[config.mk]
export PLATFORM = sky130hd
export DESIGN_NAME = mem_arbiter_flat
export DESIGN_NICKNAME = d
export VERILOG_FILES = /design/src/rtl/mem_arbiter_if.sv /design/src/rtl/mem_arbiter.sv /design/src/flat_wrapper.sv
export SDC_FILE = /design/constraint.sdc
export NUM_CORES = 1
export LEC_CHECK = 0
export BUFFER_PORTS_ARGS = -buffer_cell sky130_fd_sc_hd__buf_4
export CORE_MARGIN = 2
export CORE_UTILIZATION = 51
export DETAILED_ROUTE_END_ITERATION = 12
export PLACE_DENSITY = 0.92
export SETUP_SLACK_MARGIN = 0.3
export SYNTH_ARGS = -nofsm -noshare
export SYNTH_HDL_FRONTEND = slang
export SYNTH_SLANG_ARGS = --single-unit
[constraint.sdc]
create_clock -name mem_clk -period 2.5 [get_ports mem_clk]
set_input_delay 0.625 -clock mem_clk [delete_from_list [all_inputs] [get_ports mem_clk]]
set_output_delay 0.625 -clock mem_clk [all_outputs]
set_load 0.02 [all_outputs]
[src/rtl/mem_arbiter_if.sv]
// Bundle of fetcher, writer and SDRAM-controller command signals around mem_arbiter.
// master = arbiter side, slave = clients and controller side.
interface mem_arbiter_if #(
   parameter int AW = 25,
   parameter int DW = 16
);
   logic          rd_req;
   logic [AW-1:0] rd_addr;
   logic          rd_ack;
   logic          rd_data_valid;
   logic [DW-1:0] rd_data;
   logic          wr_req;
   logic [AW-1:0] wr_addr;
   logic [DW-1:0] wr_data;
   logic          wr_ack;
   logic          wr_idle;
   logic          ctl_req;
   logic          ctl_we;
   logic [AW-1:0] ctl_addr;
   logic [DW-1:0] ctl_wdata;
   logic [7:0]    ctl_len;
   logic          ctl_ack;
   logic          ctl_rdata_valid;
   logic [DW-1:0] ctl_rdata;
   logic          err;

   modport master (
      input  rd_req, rd_addr, wr_req, wr_addr, wr_data,
             ctl_ack, ctl_rdata_valid, ctl_rdata,
      output rd_ack, rd_data_valid, rd_data, wr_ack, wr_idle,
             ctl_req, ctl_we, ctl_addr, ctl_wdata, ctl_len, err
   );

   modport slave (
      output rd_req, rd_addr, wr_req, wr_addr, wr_data,
             ctl_ack, ctl_rdata_valid, ctl_rdata,
      input  rd_ack, rd_data_valid, rd_data, wr_ack, wr_idle,
             ctl_req, ctl_we, ctl_addr, ctl_wdata, ctl_len, err
   );
endinterface

[src/rtl/mem_arbiter.sv]
// Read-priority arbiter between the pixel writer and the line fetcher onto one SDRAM command port.
// A consecutive-read limit guarantees the writer forward progress.
module mem_arbiter #(
   parameter int AW            = 25,
   parameter int DW            = 16,
   parameter int RD_BURST      = 128,
   parameter int MAX_RD_CONSEC = 4
) (
   input  logic          mem_clk,
   input  logic          rst_n,
   mem_arbiter_if.master bus
);

   typedef enum logic [1:0] {IDLE, RD_CMD, RD_DATA, WR_CMD} state_e;

   state_e        state_q, state_d;
   logic          ctl_req_q, ctl_req_d;
   logic          ctl_we_q, ctl_we_d;
   logic [AW-1:0] ctl_addr_q, ctl_addr_d;
   logic [DW-1:0] ctl_wdata_q, ctl_wdata_d;
   logic [7:0]    ctl_len_q, ctl_len_d;
   logic          rd_ack_q, rd_ack_d;
   logic          rd_data_valid_q, rd_data_valid_d;
   logic [DW-1:0] rd_data_q, rd_data_d;
   logic [3:0]    rd_streak_q, rd_streak_d;
   logic [7:0]    beat_cnt_q, beat_cnt_d;
   logic          err_q, err_d;
   logic          rd_sel;

   always_comb begin
      state_d         = state_q;
      ctl_req_d       = ctl_req_q;
      ctl_we_d        = ctl_we_q;
      ctl_addr_d      = ctl_addr_q;
      ctl_wdata_d     = ctl_wdata_q;
      ctl_len_d       = ctl_len_q;
      rd_ack_d        = 1'b0;
      rd_data_valid_d = 1'b0;
      rd_data_d       = rd_data_q;
      rd_streak_d     = rd_streak_q;
      beat_cnt_d      = beat_cnt_q;
      err_d           = err_q;
      // a pending write only blocks reads once the streak hits the limit
      rd_sel = bus.rd_req && (!bus.wr_req || (rd_streak_q < 4'(MAX_RD_CONSEC)));

      case (state_q)
         IDLE: begin
            if (bus.ctl_ack || bus.ctl_rdata_valid) err_d = 1'b1;
            if (rd_sel) begin
               state_d     = RD_CMD;
               ctl_req_d   = 1'b1;
               ctl_we_d    = 1'b0;
               ctl_addr_d  = bus.rd_addr;
               ctl_wdata_d = '0;
               ctl_len_d   = 8'(RD_BURST);
               if (!bus.wr_req)
                  rd_streak_d = '0;
               else if (rd_streak_q >= 4'(MAX_RD_CONSEC))
                  rd_streak_d = 4'(MAX_RD_CONSEC);
               else
                  rd_streak_d = rd_streak_q + 4'd1;
            end else if (bus.wr_req) begin
               state_d     = WR_CMD;
               ctl_req_d   = 1'b1;
               ctl_we_d    = 1'b1;
               ctl_addr_d  = bus.wr_addr;
               ctl_wdata_d = bus.wr_data;
               ctl_len_d   = 8'd1;
               rd_streak_d = '0;
            end
         end
         RD_CMD: begin
            if (bus.ctl_rdata_valid) err_d = 1'b1;
            if (bus.ctl_ack) begin
               state_d    = RD_DATA;
               ctl_req_d  = 1'b0;
               rd_ack_d   = 1'b1;
               beat_cnt_d = 8'(RD_BURST);
            end
         end
         RD_DATA: begin
            if (bus.ctl_ack) err_d = 1'b1;
            if (bus.ctl_rdata_valid) begin
               rd_data_valid_d = 1'b1;
               rd_data_d       = bus.ctl_rdata;
               beat_cnt_d      = beat_cnt_q - 8'd1;
               if (beat_cnt_q == 8'd1) state_d = IDLE;
            end
         end
         WR_CMD: begin
            if (bus.ctl_rdata_valid) err_d = 1'b1;
            if (bus.ctl_ack) begin
               state_d   = IDLE;
               ctl_req_d = 1'b0;
            end
         end
         default: state_d = IDLE;
      endcase
   end

   always_ff @(posedge mem_clk or negedge rst_n) begin
      if (!rst_n) begin
         state_q         <= IDLE;
         ctl_req_q       <= 1'b0;
         ctl_we_q        <= 1'b0;
         ctl_addr_q      <= '0;
         ctl_wdata_q     <= '0;
         ctl_len_q       <= '0;
         rd_ack_q        <= 1'b0;
         rd_data_valid_q <= 1'b0;
         rd_data_q       <= '0;
         rd_streak_q     <= '0;
         beat_cnt_q      <= '0;
         err_q           <= 1'b0;
      end else begin
         state_q         <= state_d;
         ctl_req_q       <= ctl_req_d;
         ctl_we_q        <= ctl_we_d;
         ctl_addr_q      <= ctl_addr_d;
         ctl_wdata_q     <= ctl_wdata_d;
         ctl_len_q       <= ctl_len_d;
         rd_ack_q        <= rd_ack_d;
         rd_data_valid_q <= rd_data_valid_d;
         rd_data_q       <= rd_data_d;
         rd_streak_q     <= rd_streak_d;
         beat_cnt_q      <= beat_cnt_d;
         err_q           <= err_d;
      end
   end

   assign bus.ctl_req       = ctl_req_q;
   assign bus.ctl_we        = ctl_we_q;
   assign bus.ctl_addr      = ctl_addr_q;
   assign bus.ctl_wdata     = ctl_wdata_q;
   assign bus.ctl_len       = ctl_len_q;
   assign bus.rd_ack        = rd_ack_q;
   assign bus.rd_data_valid = rd_data_valid_q;
   assign bus.rd_data       = rd_data_q;
   assign bus.err           = err_q;
   assign bus.wr_idle       = (state_q == IDLE);
   assign bus.wr_ack        = bus.ctl_ack && (state_q == WR_CMD);

endmodule

[src/flat_wrapper.sv]
// flat-port wrapper written by rule: the top's interface ports become plain ports
module mem_arbiter_flat 
#(
   parameter int AW            = 25,
   parameter int DW            = 16,
   parameter int RD_BURST      = 128,
   parameter int MAX_RD_CONSEC = 4
)
  (mem_clk, rst_n, bus_rd_req, bus_rd_addr, bus_wr_req, bus_wr_addr, bus_wr_data, bus_ctl_ack, bus_ctl_rdata_valid, bus_ctl_rdata, bus_rd_ack, bus_rd_data_valid, bus_rd_data, bus_wr_ack, bus_wr_idle, bus_ctl_req, bus_ctl_we, bus_ctl_addr, bus_ctl_wdata, bus_ctl_len, bus_err);
  mem_arbiter_if #(.AW(AW), .DW(DW)) bus_i ();
  input  logic mem_clk;
  input  logic rst_n;
  input wire logic [$bits(bus_i.rd_req)-1:0] bus_rd_req;
  input wire logic [$bits(bus_i.rd_addr)-1:0] bus_rd_addr;
  input wire logic [$bits(bus_i.wr_req)-1:0] bus_wr_req;
  input wire logic [$bits(bus_i.wr_addr)-1:0] bus_wr_addr;
  input wire logic [$bits(bus_i.wr_data)-1:0] bus_wr_data;
  input wire logic [$bits(bus_i.ctl_ack)-1:0] bus_ctl_ack;
  input wire logic [$bits(bus_i.ctl_rdata_valid)-1:0] bus_ctl_rdata_valid;
  input wire logic [$bits(bus_i.ctl_rdata)-1:0] bus_ctl_rdata;
  output wire logic [$bits(bus_i.rd_ack)-1:0] bus_rd_ack;
  output wire logic [$bits(bus_i.rd_data_valid)-1:0] bus_rd_data_valid;
  output wire logic [$bits(bus_i.rd_data)-1:0] bus_rd_data;
  output wire logic [$bits(bus_i.wr_ack)-1:0] bus_wr_ack;
  output wire logic [$bits(bus_i.wr_idle)-1:0] bus_wr_idle;
  output wire logic [$bits(bus_i.ctl_req)-1:0] bus_ctl_req;
  output wire logic [$bits(bus_i.ctl_we)-1:0] bus_ctl_we;
  output wire logic [$bits(bus_i.ctl_addr)-1:0] bus_ctl_addr;
  output wire logic [$bits(bus_i.ctl_wdata)-1:0] bus_ctl_wdata;
  output wire logic [$bits(bus_i.ctl_len)-1:0] bus_ctl_len;
  output wire logic [$bits(bus_i.err)-1:0] bus_err;
  assign bus_i.rd_req = bus_rd_req;
  assign bus_i.rd_addr = bus_rd_addr;
  assign bus_i.wr_req = bus_wr_req;
  assign bus_i.wr_addr = bus_wr_addr;
  assign bus_i.wr_data = bus_wr_data;
  assign bus_i.ctl_ack = bus_ctl_ack;
  assign bus_i.ctl_rdata_valid = bus_ctl_rdata_valid;
  assign bus_i.ctl_rdata = bus_ctl_rdata;
  assign bus_rd_ack = bus_i.rd_ack;
  assign bus_rd_data_valid = bus_i.rd_data_valid;
  assign bus_rd_data = bus_i.rd_data;
  assign bus_wr_ack = bus_i.wr_ack;
  assign bus_wr_idle = bus_i.wr_idle;
  assign bus_ctl_req = bus_i.ctl_req;
  assign bus_ctl_we = bus_i.ctl_we;
  assign bus_ctl_addr = bus_i.ctl_addr;
  assign bus_ctl_wdata = bus_i.ctl_wdata;
  assign bus_ctl_len = bus_i.ctl_len;
  assign bus_err = bus_i.err;
  mem_arbiter #(.AW(AW), .DW(DW), .RD_BURST(RD_BURST), .MAX_RD_CONSEC(MAX_RD_CONSEC)) u_core (.mem_clk(mem_clk), .rst_n(rst_n), .bus(bus_i));
endmodule
# Yosys cells after proc, flatten, opt, wreduce, memory -nomap -nowiden
# Index checks and enable logic that the tools add are counted.
# classes
n_eq_ne,13
n_lt_le_gt_ge,2
n_reduce_logical,16
n_addsub,2
muxes,33
# ops
operator,count
2-to-1 mux 25 bit,2
2-to-1 mux 16 bit,2
2-to-1 mux 8 bit,4
2-to-1 mux 4 bit,4
case mux 8 bit (2 select lines),1
2-to-1 mux 2 bit,6
2-to-1 mux 1 bit,11
AND reduction 3 bit,3
equality test 8 x 1 -> 1 bit (second input constant),1
!= test 2 x 1 -> 1 bit (second input constant),4
!= test 2 bit (second input constant),4
case mux 2 bit (4 select lines),1
subtractor 8 x 1 -> 8 bit (second input constant),1
nonzero test 2 bit,3
AND reduction 5 bit,1
adder 4 x 1 -> 4 bit (second input constant),1
equality test 2 bit (second input constant),2
>= comparator 4 x 3 -> 1 bit (second input constant),1
less-than comparator 4 x 3 -> 1 bit (second input constant),1
AND reduction 2 bit,2
!= test 3 x 2 -> 1 bit (second input constant),1
case mux 1 bit (3 select lines),1
equality test 2 x 1 -> 1 bit (second input constant),1
logical AND 1 bit,2
5 further kinds,6
# word_totals
wordCells,78
output_inout_bits,72
register_bits,84
input_bits,88

# Logic depth before layout (Yosys ltp)
# logic_depth
word_depth,5
mapped_depth,7
mapped_depth_nobuf,5

# Least setup slack after synthesis
# OpenSTA, ideal clock, no wires.
# synth_path
path_kind,input port to flip-flop
startpoint,in bus_rd_req
endpoint,"reg u_core.ctl_len_q[7], in the netlist u_core.bus.ctl_len[7]"
setup_time_ns,0.125
path_stages,6
path_slack_ns,0.650
arrival_ns,1.725
required_time_ns,2.375
path_buffers,3
path_cell_list,buf_2 > or2_0 > clkbuf_1 > and2_1 > buf_2 > mux2_2
# synth_via
elab_chain_cells,3
word_cells_on_any_way,4
classes_between,mux (1); reduce/logical (3)
# synth_rtl
element,line,source
start: declaration,flat_wrapper.sv:13,input wire logic [$bits(bus_i.rd_req)-1:0] bus_rd_req;
logical AND 1 bit (*),mem_arbiter.sv:44,rd_sel = bus.rd_req && (!bus.wr_req || (rd_streak_q < 4'(MAX_RD_CONSEC)));
nonzero test 2 bit (no source line),-,
AND reduction 2 bit (no source line),-,
end signal: assignment,mem_arbiter.sv:121,ctl_len_q <= ctl_len_d;
end: declaration,mem_arbiter.sv:21,"logic [7:0] ctl_len_q, ctl_len_d;"
# Mark *: on every way between the ends. The rest lies on a longest branch, timed or not.
# A chain may end at the register's enable or synchronous reset.

# Final worst setup path
# layout_path
startpoint,reg u_core.state_q[1]
endpoint,"reg u_core.ctl_addr_q[17], in the netlist u_core.bus.ctl_addr[17]"
# layout_via
elab_chain_cells,2
# layout_rtl
element,line,source
start: declaration,mem_arbiter.sv:16,"state_e state_q, state_d;"
start signal: assignment,mem_arbiter.sv:116,state_q <= state_d;
zero test 2 bit,mem_arbiter.sv:46,case (state_q)
AND reduction 2 bit (no source line),-,
end signal: assignment,mem_arbiter.sv:119,ctl_addr_q <= ctl_addr_d;
end: declaration,mem_arbiter.sv:19,"logic [AW-1:0] ctl_addr_q, ctl_addr_d;"
# No other way between the ends.

==> reports/results.tsv <==
stage	metric	value	unit
power_and_ir_drop	power per cell area	1200	nW/um^2
place	worst slack at placement	0.448	ns
sta	final hold slack	0.240	ns
finish	ANT cells	0	
logic_synthesis	Avg Inst Size Synth	10.7	um^2
clocking	hold_buf cts	0	
sta	Final WS setup	0.450	ns
sta	setup TNS	0	ns
setup_path	CP Data Arrival Time	2.25	ns
grt	largest net degree at the start of global routing	41	
sta	worst rel slew slack	53.1	%
place	HPWL after detailed placement	6750	um
die	number of placed I/O pins	160	
sta	post-layout minimum cycle time	2.05	ns
logic_synthesis	Yosys reg bits	77	
setup_path	slowest cell on the critical path	and2_1	
setup_path	FF-to-FF path depth	4	
sta	final worst-path cycle share	82.0	%
detailed_routing	routed wire length	9440	um
logic_synthesis	post-synthesis cell area	3540	um^2
place	Post-DP Area	4730	um^2
setup_path	Crit Path Category	reg -> reg	
setup_path	crit-path cells	nor2_4 -> and2_1 -> buf_4 -> o221ai_1	
die	FP Rows	30	
detailed_routing	Final ANT Viol Nets	0	
die	Die Y	87.3	um
detailed_routing	routed length per instance	16.9	um
die	die width	87.3	um
place	Port-buffer cells	153	
logic_synthesis	synth unique cells	39	
die	Core Area	6760	um^2
clocking	CTS resizes	0	
grt	grt ovf	0	
clocking	TritonCTS Buffers	9	
finish	Final Core Density	73.0	%
finish	fraction of layout cells with a size suffix above 1	42.5	%
logic_synthesis	Mapped Cells	331	
setup_path	CP Data Required Time	2.69	ns
setup_path	critical path peak fanout	17	
sta	clock skew	0.00921	ns
finish	final non-filler cell total	558	
power_and_ir_drop	maximum vdd drop	0.000585	V
clocking	CTS tree	done	
power_and_ir_drop	Final Power	5.93	mW
flow_run	Max Cap Violations	0	
grt	All-Layer GR Usage	24.1	%
clocking	CTS max path bufs	2	
setup_path	Critical R2R Capture	u_core.bus.ctl_addr[17]$_DFFE_PN0P_	
place	dpl cells	542	
setup_path	Critical Path Start	u_core.state_q[1]$_DFFE_PN0P_	
setup_path	flop-to-flop setup slack	0.45	ns
power_and_ir_drop	Leak	2.37	nW
sta	Slew Limit Fails	0	
die	initial core utilization	52.4	%
logic_synthesis	register area share after synthesis	54.4	%
setup_path	R2R Path Start	u_core.state_q[1]$_DFFE_PN0P_	
detailed_routing	routed via count	3140	
detailed_routing	Initial DRC Count	194	
clocking	worst skew pair latency	0.33	ns
finish	Final nets	564	
detailed_routing	DR pass1 iterations	4	
hold_path	Hold Crit Class	in -> async	
detailed_routing	DRC	0	
grt	initial antenna violation count	0	
clocking	clock transition at the registers of the reported paths	0.08	ns
setup_path	Crit. End Element	flop	
run_status	status	complete, no violations	
logic_synthesis	Post-synth top flop	dfrtp_1	
sta	final hold violations	0	
logic_synthesis	Ys Warns	0	
detailed_routing	Via density	5.63	
place	placer congestion estimate	0.894	
setup_path	CP max stage delay	0.61	ns
sta	fmax	488	MHz
finish	Final Cell Area	4930	um^2
clocking	root buffer cell	clkbuf_8	
logic_synthesis	Post-synth EDFFs	0	
finish	Area growth syn-to-layout	39.2	%
grt	vias in the first global route	2977	
grt	first-pass GRT wire length	14300	um
clocking	Post-CTS Setup Repair Bufs	0	
sta	unrepaired setup endpoints after global routing	no	
clocking	# clock sinks	77	
logic_synthesis	post-synthesis async set-or-reset flop share	100	%
die	full die area	7630	um^2
setup_path	Setup crit start kind	flop	
clocking	htree depth	3	
sta	final setup fails	0	
sta	Worst-Margin Slew	0.701	ns
-- synthesized netlist by cell type (all sizes together) (2+ instances only) --
master,count,area [um^2]
o221ai,25,219
mux2,18,203
mux2i,2,20.0
or3,4,25.0
o2bb2ai,16,140
nor2,3,11.3
a21oi,6,30.0
buf,18,106
nand3b,2,15.0
nand4,25,156
nand2,7,26.3
dfrtp,77,1930
o21ai,8,40.0
inv,32,120
and2,3,18.8
nand3,43,215
or4b,3,33.8
and3,2,12.5
clkbuf,20,75.1
ha,3,37.5
-- cells in the final DEF, fill, tap and decap left out, drive strengths merged, types with 7 or more instances in the layout --
master / netlist / routed
o2bb2ai: 16 / 16
nand3: 43 / 43
buf: 18 / 164
o221ai: 25 / 25
o21ai: 8 / 8
clkbuf: 20 / 14
nand4: 25 / 25
dfrtp: 77 / 77
mux2: 18 / 18
inv: 32 / 32
nand2: 7 / 7
-- state kept, by name, summed over array words and instances, names as in the netlist --
| register | cells |
|---|---|
| u_core.state_q | 2 |
| u_core.bus.rd_ack | 1 |
| u_core.bus.rd_data | 16 |
| u_core.bus.rd_data_valid | 1 |
| u_core.bus.err | 1 |
| u_core.bus.ctl_addr | 25 |
| u_core.beat_cnt_q | 8 |
| u_core.bus.ctl_req | 1 |
| u_core.rd_streak_q | 4 |
| u_core.bus.ctl_wdata | 16 |
| u_core.bus.ctl_len | 2 |
-- cell type report --
| type | count | area [um^2] |
|---|---|---|
| clock buffers | 14 | 183 |
| clock inverters | 2 | 15.0 |
| fillers | 495 | 1820 |
| inverters | 32 | 120 |
| multi-input cells | 189 | 1340 |
| flip-flops and latches | 77 | 1930 |
| well taps | 80 | 100 |
| repair buffers | 164 | 1240 |
-- how the worst max path moves through the flow --
stage / cells after the start / endpoint / slack [ns]
detailed placement: 5 / u_core.bus.ctl_addr[17]$_DFFE_PN0P_ / 0.45
global placement: 5 / u_core.bus.ctl_addr[12]$_DFFE_PN0P_ / 0.52
global route: 4 / u_core.bus.ctl_addr[9]$_DFFE_PN0P_ / 0.31
CTS: 4 / u_core.bus.ctl_addr[17]$_DFFE_PN0P_ / 0.45
floorplan: 6 / u_core.bus.ctl_len[7]$_DFFE_PN0P_ / 0.65
finish: 4 / u_core.bus.ctl_addr[17]$_DFFE_PN0P_ / 0.45
-- logic make-up (layout without fill, tap and decap cells) --
family                     count (synthesis)  after routing  share of synthesized area, %
DFF                                       77             77                          54.4
buffers and inverters                     70            212                          8.51
xor gates and xnor gates                   1              1                         0.247
AOI/OAI and AO/OA                         60             60                          13.3
other                                      1              6                         0.106
adders and majority gates                  3              3                          1.06
muxes                                     20             20                          6.29
and+or+nand+nor                           99             99                          16.1
-- where the power goes --
group          switching [mW]  total (mW)  internal [mW]
logic                    1.57        2.86           1.30
clock network           0.437       0.907          0.471
registers               0.369        2.16           1.79
-- per-layer routing --
| metal | global-route usage (%) | vias up | wire length, um |
|---|---|---|---|
| met5 | 0 | - | 0 |
| met4 | 7.97 | 0 | 58 |
| met3 | 4.55 | 8 | 708 |
| met2 | 40.4 | 130 | 4900 |
| met1 | 31.6 | 1515 | 3780 |
| li1 | - | 1487 | - |
-- critical path, delay by kind of cell, from the launching register on --
family	cells	cell delay (ns)
AO/OA/AOI/OAI	1	0.15
buffers and inverters	1	0.31
AND/OR/NAND/NOR	2	0.96
flip-flops	1	0.49
(Power assumes the default switching activity.)
